**src/rtl/mips_isa_pkg.sv**
```systemverilog
// Shared MIPS ISA constants: encoder mnemonic codes, primary opcodes and R-type funct fields.
package mips_isa_pkg;

  typedef enum logic [3:0] {
    MN_ADDU  = 4'd0,
    MN_SUB   = 4'd1,
    MN_JR    = 4'd2,
    MN_LUI   = 4'd3,
    MN_ORI   = 4'd4,
    MN_ADDI  = 4'd5,
    MN_ADDIU = 4'd6,
    MN_BEQ   = 4'd7,
    MN_LW    = 4'd8,
    MN_SW    = 4'd9,
    MN_J     = 4'd10,
    MN_JAL   = 4'd11
  } mnem_e;

  localparam logic [5:0] OP_RTYPE = 6'b000000;
  localparam logic [5:0] OP_LUI   = 6'b001111;
  localparam logic [5:0] OP_ORI   = 6'b001101;
  localparam logic [5:0] OP_ADDI  = 6'b001000;
  localparam logic [5:0] OP_ADDIU = 6'b001001;
  localparam logic [5:0] OP_BEQ   = 6'b000100;
  localparam logic [5:0] OP_LW    = 6'b100011;
  localparam logic [5:0] OP_SW    = 6'b101011;
  localparam logic [5:0] OP_J     = 6'b000010;
  localparam logic [5:0] OP_JAL   = 6'b000011;

  localparam logic [5:0] FN_ADDU  = 6'b100001;
  localparam logic [5:0] FN_SUB   = 6'b100010;
  localparam logic [5:0] FN_JR    = 6'b001000;

endpackage

```
**src/rtl/instr_word_enc.sv**
```systemverilog
// Combinational mnemonic + field encoder producing one 32-bit MIPS instruction word.
module instr_word_enc
  import mips_isa_pkg::*;
(
  input  logic [3:0]  i_mnem,
  input  logic [4:0]  i_rs,
  input  logic [4:0]  i_rt,
  input  logic [4:0]  i_rd,
  input  logic [15:0] i_imm,
  input  logic [25:0] i_target,
  output logic [31:0] o_word,
  output logic        o_illegal
);

  always_comb begin
    o_word    = '0;
    o_illegal = 1'b0;
    // Fields a format does not carry are simply left out of the concatenation.
    case (mnem_e'(i_mnem))
      MN_ADDU:  o_word = {OP_RTYPE, i_rs, i_rt, i_rd, 5'b0, FN_ADDU};
      MN_SUB:   o_word = {OP_RTYPE, i_rs, i_rt, i_rd, 5'b0, FN_SUB};
      MN_JR:    o_word = {OP_RTYPE, i_rs, 5'b0, 5'b0, 5'b0, FN_JR};
      MN_LUI:   o_word = {OP_LUI, 5'b0, i_rt, i_imm};
      MN_ORI:   o_word = {OP_ORI, i_rs, i_rt, i_imm};
      MN_ADDI:  o_word = {OP_ADDI, i_rs, i_rt, i_imm};
      MN_ADDIU: o_word = {OP_ADDIU, i_rs, i_rt, i_imm};
      MN_BEQ:   o_word = {OP_BEQ, i_rs, i_rt, i_imm};
      MN_LW:    o_word = {OP_LW, i_rs, i_rt, i_imm};
      MN_SW:    o_word = {OP_SW, i_rs, i_rt, i_imm};
      MN_J:     o_word = {OP_J, i_target};
      MN_JAL:   o_word = {OP_JAL, i_target};
      default:  o_illegal = 1'b1;
    endcase
  end

endmodule

```
**src/rtl/instr_encoder.sv**
```systemverilog
// Load-session controller: accepts field bundles, encodes them and writes words
// to sequential instruction-memory addresses, one word per two cycles.
module instr_encoder
  import mips_isa_pkg::*;
#(
  parameter int MAX_WORDS = 256,
  parameter int ADDR_W    = 32
) (
  input  logic              clk,
  input  logic              rst_n,
  input  logic              start,
  input  logic [ADDR_W-1:0] base_addr,
  input  logic              in_valid,
  output logic              in_ready,
  input  logic [3:0]        in_mnem,
  input  logic [4:0]        in_rs,
  input  logic [4:0]        in_rt,
  input  logic [4:0]        in_rd,
  input  logic [15:0]       in_imm,
  input  logic [25:0]       in_target,
  input  logic              in_last,
  output logic              imem_we,
  output logic [ADDR_W-1:0] imem_addr,
  output logic [31:0]       imem_wdata,
  output logic [8:0]        word_count,
  output logic              done,
  output logic              err
);

  localparam logic [2:0] S_IDLE   = 3'd0;
  localparam logic [2:0] S_ACCEPT = 3'd1;
  localparam logic [2:0] S_WRITE  = 3'd2;
  localparam logic [2:0] S_DONE   = 3'd3;
  localparam logic [2:0] S_ERR    = 3'd4;

  localparam logic [8:0] MAX_CNT = 9'(MAX_WORDS);

  logic [2:0]        r_state;
  logic [ADDR_W-1:0] r_addr;
  logic [31:0]       r_wdata;
  logic [8:0]        r_count;
  logic              r_err;
  logic              r_last;

  logic [31:0]       w_word;
  logic              w_illegal;
  logic              w_unused_base_lsb;

  assign w_unused_base_lsb = ^base_addr[1:0];

  instr_word_enc u_enc (
    .i_mnem    (in_mnem),
    .i_rs      (in_rs),
    .i_rt      (in_rt),
    .i_rd      (in_rd),
    .i_imm     (in_imm),
    .i_target  (in_target),
    .o_word    (w_word),
    .o_illegal (w_illegal)
  );

  // Strobes decode straight from state so an asynchronous reset kills them immediately.
  assign in_ready   = (r_state == S_ACCEPT);
  assign imem_we    = (r_state == S_WRITE);
  assign done       = (r_state == S_DONE);
  assign imem_addr  = r_addr;
  assign imem_wdata = r_wdata;
  assign word_count = r_count;
  assign err        = r_err;

  always_ff @(posedge clk or negedge rst_n) begin
    if (!rst_n) begin
      r_state <= S_IDLE;
      r_addr  <= '0;
      r_wdata <= '0;
      r_count <= '0;
      r_err   <= 1'b0;
      r_last  <= 1'b0;
    end else begin
      case (r_state)
        S_IDLE, S_DONE, S_ERR: begin
          if (start) begin
            r_addr  <= {base_addr[ADDR_W-1:2], 2'b00};
            r_count <= '0;
            r_err   <= 1'b0;
            r_state <= S_ACCEPT;
          end else if (r_state == S_DONE) begin
            r_state <= S_IDLE;
          end
        end
        S_ACCEPT: begin
          if (in_valid) begin
            // A full session counts as an error just like an unknown mnemonic.
            if (w_illegal || (r_count >= MAX_CNT)) begin
              r_err   <= 1'b1;
              r_state <= S_ERR;
            end else begin
              r_wdata <= w_word;
              r_last  <= in_last;
              r_state <= S_WRITE;
            end
          end
        end
        S_WRITE: begin
          r_addr  <= r_addr + ADDR_W'(4);
          r_count <= r_count + 9'd1;
          r_state <= r_last ? S_DONE : S_ACCEPT;
        end
        default: r_state <= S_IDLE;
      endcase
    end
  end

endmodule

```
**config.mk**
```make
export PLATFORM = sky130hd
export DESIGN_NAME = instr_encoder
export DESIGN_NICKNAME = d
export VERILOG_FILES = /design/src/rtl/mips_isa_pkg.sv /design/src/rtl/instr_word_enc.sv /design/src/rtl/instr_encoder.sv
export SDC_FILE = /design/constraint.sdc
export NUM_CORES = 1
export LEC_CHECK = 0
export CAP_MARGIN = 0
export CORE_ASPECT_RATIO = 1.5
export CORE_MARGIN = 1.5
export CORE_UTILIZATION = 43
export CTS_CLUSTER_DIAMETER = 30
export DETAILED_ROUTE_END_ITERATION = 12
export PLACE_DENSITY = 0.88
export SYNTH_ARGS = -nofsm -noshare
export SYNTH_HDL_FRONTEND = slang
export SYNTH_SLANG_ARGS = --single-unit
```
**constraint.sdc**
```tcl
create_clock -name clk -period 2.8 [get_ports clk]
set_input_delay 0.28 -clock clk [delete_from_list [all_inputs] [get_ports clk]]
set_output_delay 0.28 -clock clk [all_outputs]
set_load 0.03 [all_outputs]
```
# ---- After elaboration in Yosys (flattened, before gate mapping)
# Cells that the tools add are included.
dict set report word_totals {
  elab_cells 56
  register_bits 78
}
dict set report op_classes {
  mux 16
  bitwise 1
  add_sub_neg 2
  n_lt_le_gt_ge 1
  n_eq_ne 19
  reduce_logical 11
}
# operator n
set ops {}
lappend ops {{32-bit one-hot mux with 12 select lines} 1}
lappend ops {{32-bit one-hot mux with 2 select lines} 1}
lappend ops {{32-bit by 3-bit adder with 32-bit output, second input constant} 1}
lappend ops {{32-bit 2-to-1 mux} 1}
lappend ops {{9-bit one-hot mux with 2 select lines} 1}
lappend ops {{4-bit by 3-bit equality test with 1-bit output, second input constant} 4}
lappend ops {{4-bit equality test, second input constant} 4}
lappend ops {{3-bit 2-to-1 mux} 4}
lappend ops {{12-bit OR reduction} 1}
lappend ops {{9-bit by 1-bit adder with 9-bit output, second input constant} 1}
lappend ops {{9-bit greater-or-equal comparator, second input constant} 1}
lappend ops {{9-bit 2-to-1 mux} 1}
lappend ops {{3-bit one-hot mux with 3 select lines} 1}
lappend ops {{4-bit by 2-bit equality test with 1-bit output, second input constant} 2}
lappend ops {{3-bit by 2-bit equality test with 1-bit output, second input constant} 2}
lappend ops {{4-bit by 1-bit equality test with 1-bit output, second input constant} 1}
lappend ops {{4-bit zero test} 1}
lappend ops {{1-bit 2-to-1 mux} 4}
lappend ops {{2-bit != test, second input constant} 2}
lappend ops {{2-bit AND reduction} 2}
lappend ops {{4-bit AND reduction} 1}
lappend ops {{2-bit nonzero test} 2}
lappend ops {{3-bit by 1-bit equality test with 1-bit output, second input constant} 1}
lappend ops {{3-bit equality test, second input constant} 1}
lappend ops {{9 further kinds} 9}

# ---- Depth between registers and ports, before layout
dict set report depth {
  depth_word 7
  depth_mapped 8
  mapped_depth_nobuf 5
}

# ---- Hierarchy
# A second synthesis with hierarchy kept.
dict set report hier_totals {
  cells_unflattened 455
  area_unflattened_um2 4474.3
}
# module area_per_inst_um2 instances cells_per_inst seq_area_each_um2
set modules_own_cells {}
lappend modules_own_cells {instr_encoder 3747.3 1 353 1901.8}
lappend modules_own_cells {instr_word_enc 726.9 1 102 0.0}

# ---- Worst setup path before layout
# OpenSTA, ideal clock, no wires.
dict set report synth_timing {
  kind {register to register}
  from {register r_state[0]}
  to {register r_wdata[10] (netlist: imem_wdata[10])}
  setup_slack_ns 0.484
  t_required_ns 2.674
  path_buffers 2
  t_arrival_ns 2.190
  period_less_slack_ns 2.316
  path_stages_with_launch 7
  cell_sequence {dfrtp_1 clkbuf_2 nor3b_1 nand3_1 clkbuf_1 a221oi_1 nor2_1}
}
dict set report synth_between {
  elab_chain_cells 2
}
# element line
set synth_lines {}
lappend synth_lines {{start, declared} instr_encoder.sv:38} ;# logic [2:0] r_state;
lappend synth_lines {{start signal, assigned} instr_encoder.sv:107} ;# r_state <= r_last ? S_DONE : S_ACCEPT;
lappend synth_lines {{3-bit by 1-bit equality test with 1-bit output} --}
lappend synth_lines {{named net in_ready} instr_encoder.sv:14} ;# output logic in_ready,
lappend synth_lines {{3-bit AND reduction (no source line)} --}
lappend synth_lines {{end signal, assigned} instr_encoder.sv:98} ;# r_wdata <= w_word;
lappend synth_lines {{end, declared} instr_encoder.sv:40} ;# logic [31:0] r_wdata;
# The timed path passes the listed nets, and every way through them passes these cells.
# A chain may end at the register's enable or synchronous reset.

# ---- Worst setup path in the final report
dict set report layout_timing {
  from {register r_state[0]}
  to {output port in_ready}
}
dict set report layout_between {
  elab_chain_cells 1
}
# element line
set layout_lines {}
lappend layout_lines {{3-bit by 1-bit equality test with 1-bit output} instr_encoder.sv:63} ;# assign in_ready = (r_state == S_ACCEPT);
lappend layout_lines {{end, declared} instr_encoder.sv:14}
# Every way passes these cells.

==> impl_metrics.ini <==
[run_status]
status = completed

[worst_setup_path]
arrival_ns = 2.09
crit_type = reg2out
end_kind = output port
critPathLaunchType = flip-flop
worst-path-max-fanout = 9
required_ns = 2.52

[logic_synthesis]
synthArstFlopShare_pct = 100
yosys_most_used_dff = dfrtp_1
synth_adder_area_share_pct = 0.592
synth-compound-area-share_pct = 24.1
netlist-cell-type-count = 57
synth.area.mux_share_pct = 1.66
synth_seq_cells = 75
ys_seq_area_share_pct = 44.4
synth_warnings = 0
yosys.area_share.simple_pct = 24.5
synth_cells = 476
synth-edff-count = 0
synth_top_cells_by_area = dfrtp_1 44%, nor2_1 4.8%, nand2_1 4.3%, a221oi_1 3.7%, o21ai_0 3.3%
synth_top_family_by_area = simple AND/OR/NAND/NOR gates
synth_area_per_cell_um2 = 8.88
synth_area_mm2 = 0.00423
synth_top_area_cell = dfrtp_1
synthXorXnorAreaFrac_pct = 0
yosys.area.top_type_share_pct = 44.4

[floorplanning]
die_w_um = 83.9
coreArea_mm2 = 0.00963
ios = 175
start_util_pct = 43.9
dieArea_mm2 = 0.0104
rows = 44
die_h_um = 124

[cts]
clockBufferDepth = 2
postCtsHoldBufs = 0
cts_setup_buffers = 0
cts-resized-gates = 0
worstSkewPairLatency_ns = 0.34
path_clk_slew_ns = 0.06
cts_buffers = 9
clockRootBuffer = clkbuf_16
cts_tree = built
htree_levels = 3
cts_sinks = 75

[layout]
drive_gt1_share_pct = 6.85
area_growth_pct = 51.3
fin_util_pct = 66.3
fin_nets = 737
antenna_cells = 0

[sta]
period_needed_ns = 2.37
rsz0062_at_grt = false
hold_viol = 0
worst_pin_slew_ns = 0.970
fin_setup_tns_ns = 0
min_period_over_period_pct = 84.5
fmax_ghz = 0.423
finalWorstSetupSlack_ns = 0.434
slew_headroom_pct = 35.3
fin_skew_ns = 0.00567
maxSlewViolCount = 0
setup-violations-final = 0

[power]
powerDensity_mw_per_mm2 = 1090
leakage_uw = 0.00259
worst_ir_drop_vdd_mv = 0.653

[place]
port_buffers = 169
place.gp.congestion = 0.883
pre_cts_ws_ns = 0.502
place_hpwl_um = 9810

[route]
route.detailed.drc = 0
wl_um = 13300
drtAntennaViolNets = 0
wl_per_cell_um = 17.6
drt_iter0_drc = 332
via_count = 4565
routed_via_density = 6.03
drt-pass1-iter-count = 5

[grt]
antenna_found_initial = 0
grt_pass1_vias = 4607
grt_pass1_wl_um = 22300
grt_max_degree = 76
gr-total-overflow = 0
grt_use_total_pct = 26.3

[run]
max_cap_viol_count = 0

[hold_path]
hp-class = in2async
## state kept, by name, indices dropped and copies added, names as in the netlist
name	count
err	1
imem_addr	30
imem_wdata	31
r_last	1
r_state	3
word_count	9
## stage by stage
stage | power [µW] | area (µm²) | hold WS (ns) | cells
2_1_floorplan | 4030 | 4230 | -0.0156 | 478
6_report | 6960 | 6390 | 0.0915 | 757
5_1_grt | 7340 | 6390 | 0.179 | 757
3_3_place_gp | 5490 | 6040 | 0.460 | 741
4_1_cts | 6980 | 6390 | 0.133 | 757
3_5_place_dp | 5590 | 6040 | 0.477 | 741
## cell usage in the layout (no fill, tap or decap), types with 14 or more instances in the layout
cell type / instances
o211ai_1: 14
nand2_1: 48
nand3_1: 24
nor2_1: 54
clkdlybuf4s50_1: 167
buf_4: 18
o21ai_0: 28
a221oi_1: 18
a21oi_1: 15
dfrtp_1: 75
## worst max-delay path: stages, from the launching register on
cell	delay (ns)
dfrtp_1	0.48
nor3b_1	0.47
clkdlybuf4s50_1	0.80
## cells in the mapped netlist (all sizes together), types with 8 or more instances
cell type / number
a21oi: 15
a221oi: 18
a22oi: 12
and3: 10
buf: 15
clkbuf: 23
dfrtp: 75
inv: 8
nand2: 48
nand3: 24
nand4: 11
nor2: 54
nor3: 11
o211ai: 14
o21ai: 28
or4: 9
## path summary, 6_finish.rpt
path / start / to / slack, ns / depth (start not counted)
max: r_state[0]$_DFFE_PN0P_ / in_ready / 0.43 / 2
min: rst_n / imem_wdata[14]$_DFFE_PN0P_ / 0.09 / 1
max reg2reg: imem_addr[2]$_DFFE_PN0P_ / imem_addr[24]$_DFFE_PN0P_ / 0.61 / 5
min reg2reg: imem_wdata[11]$_DFFE_PN0P_ / imem_wdata[11]$_DFFE_PN0P_ / 0.48 / 2
max in group asynchronous: rst_n / word_count[0]$_DFFE_PN0P_ / 2.07 / 1
min in group clk: imem_wdata[11]$_DFFE_PN0P_ / imem_wdata[11]$_DFFE_PN0P_ / 0.48 / 2
## layer usage
layer	GRT usage (%)	vias to the layer above	share of wire [%]
met2	44.4	242	50
met4	13.3	0	3.4
met5	0	-	0
li1	-	2120	-
met1	29.7	2168	36
met3	8.42	35	10
## report_power, final
part,switching [µW],internal [µW]
Combinational,2030,1490
Clock,477,878
Sequential,526,1560
Total,3030,3930
## logic make-up after synthesis
kind of cell | after synthesis
fa+ha+maj | 2
mux | 7
other cells | 1
buf+inv | 46
compound gates | 142
flops | 75
simple gates | 203
## cell type report
class,count,area (µm²)
clock buffer,9,225
clock inverter,7,124
fill,762,3240
inverter,8,30.0
multi-input combinational,357,2160
sequential,75,1880
tap,115,144
timing repair buffer,186,1830
Power figures use the tool's default switching activity.
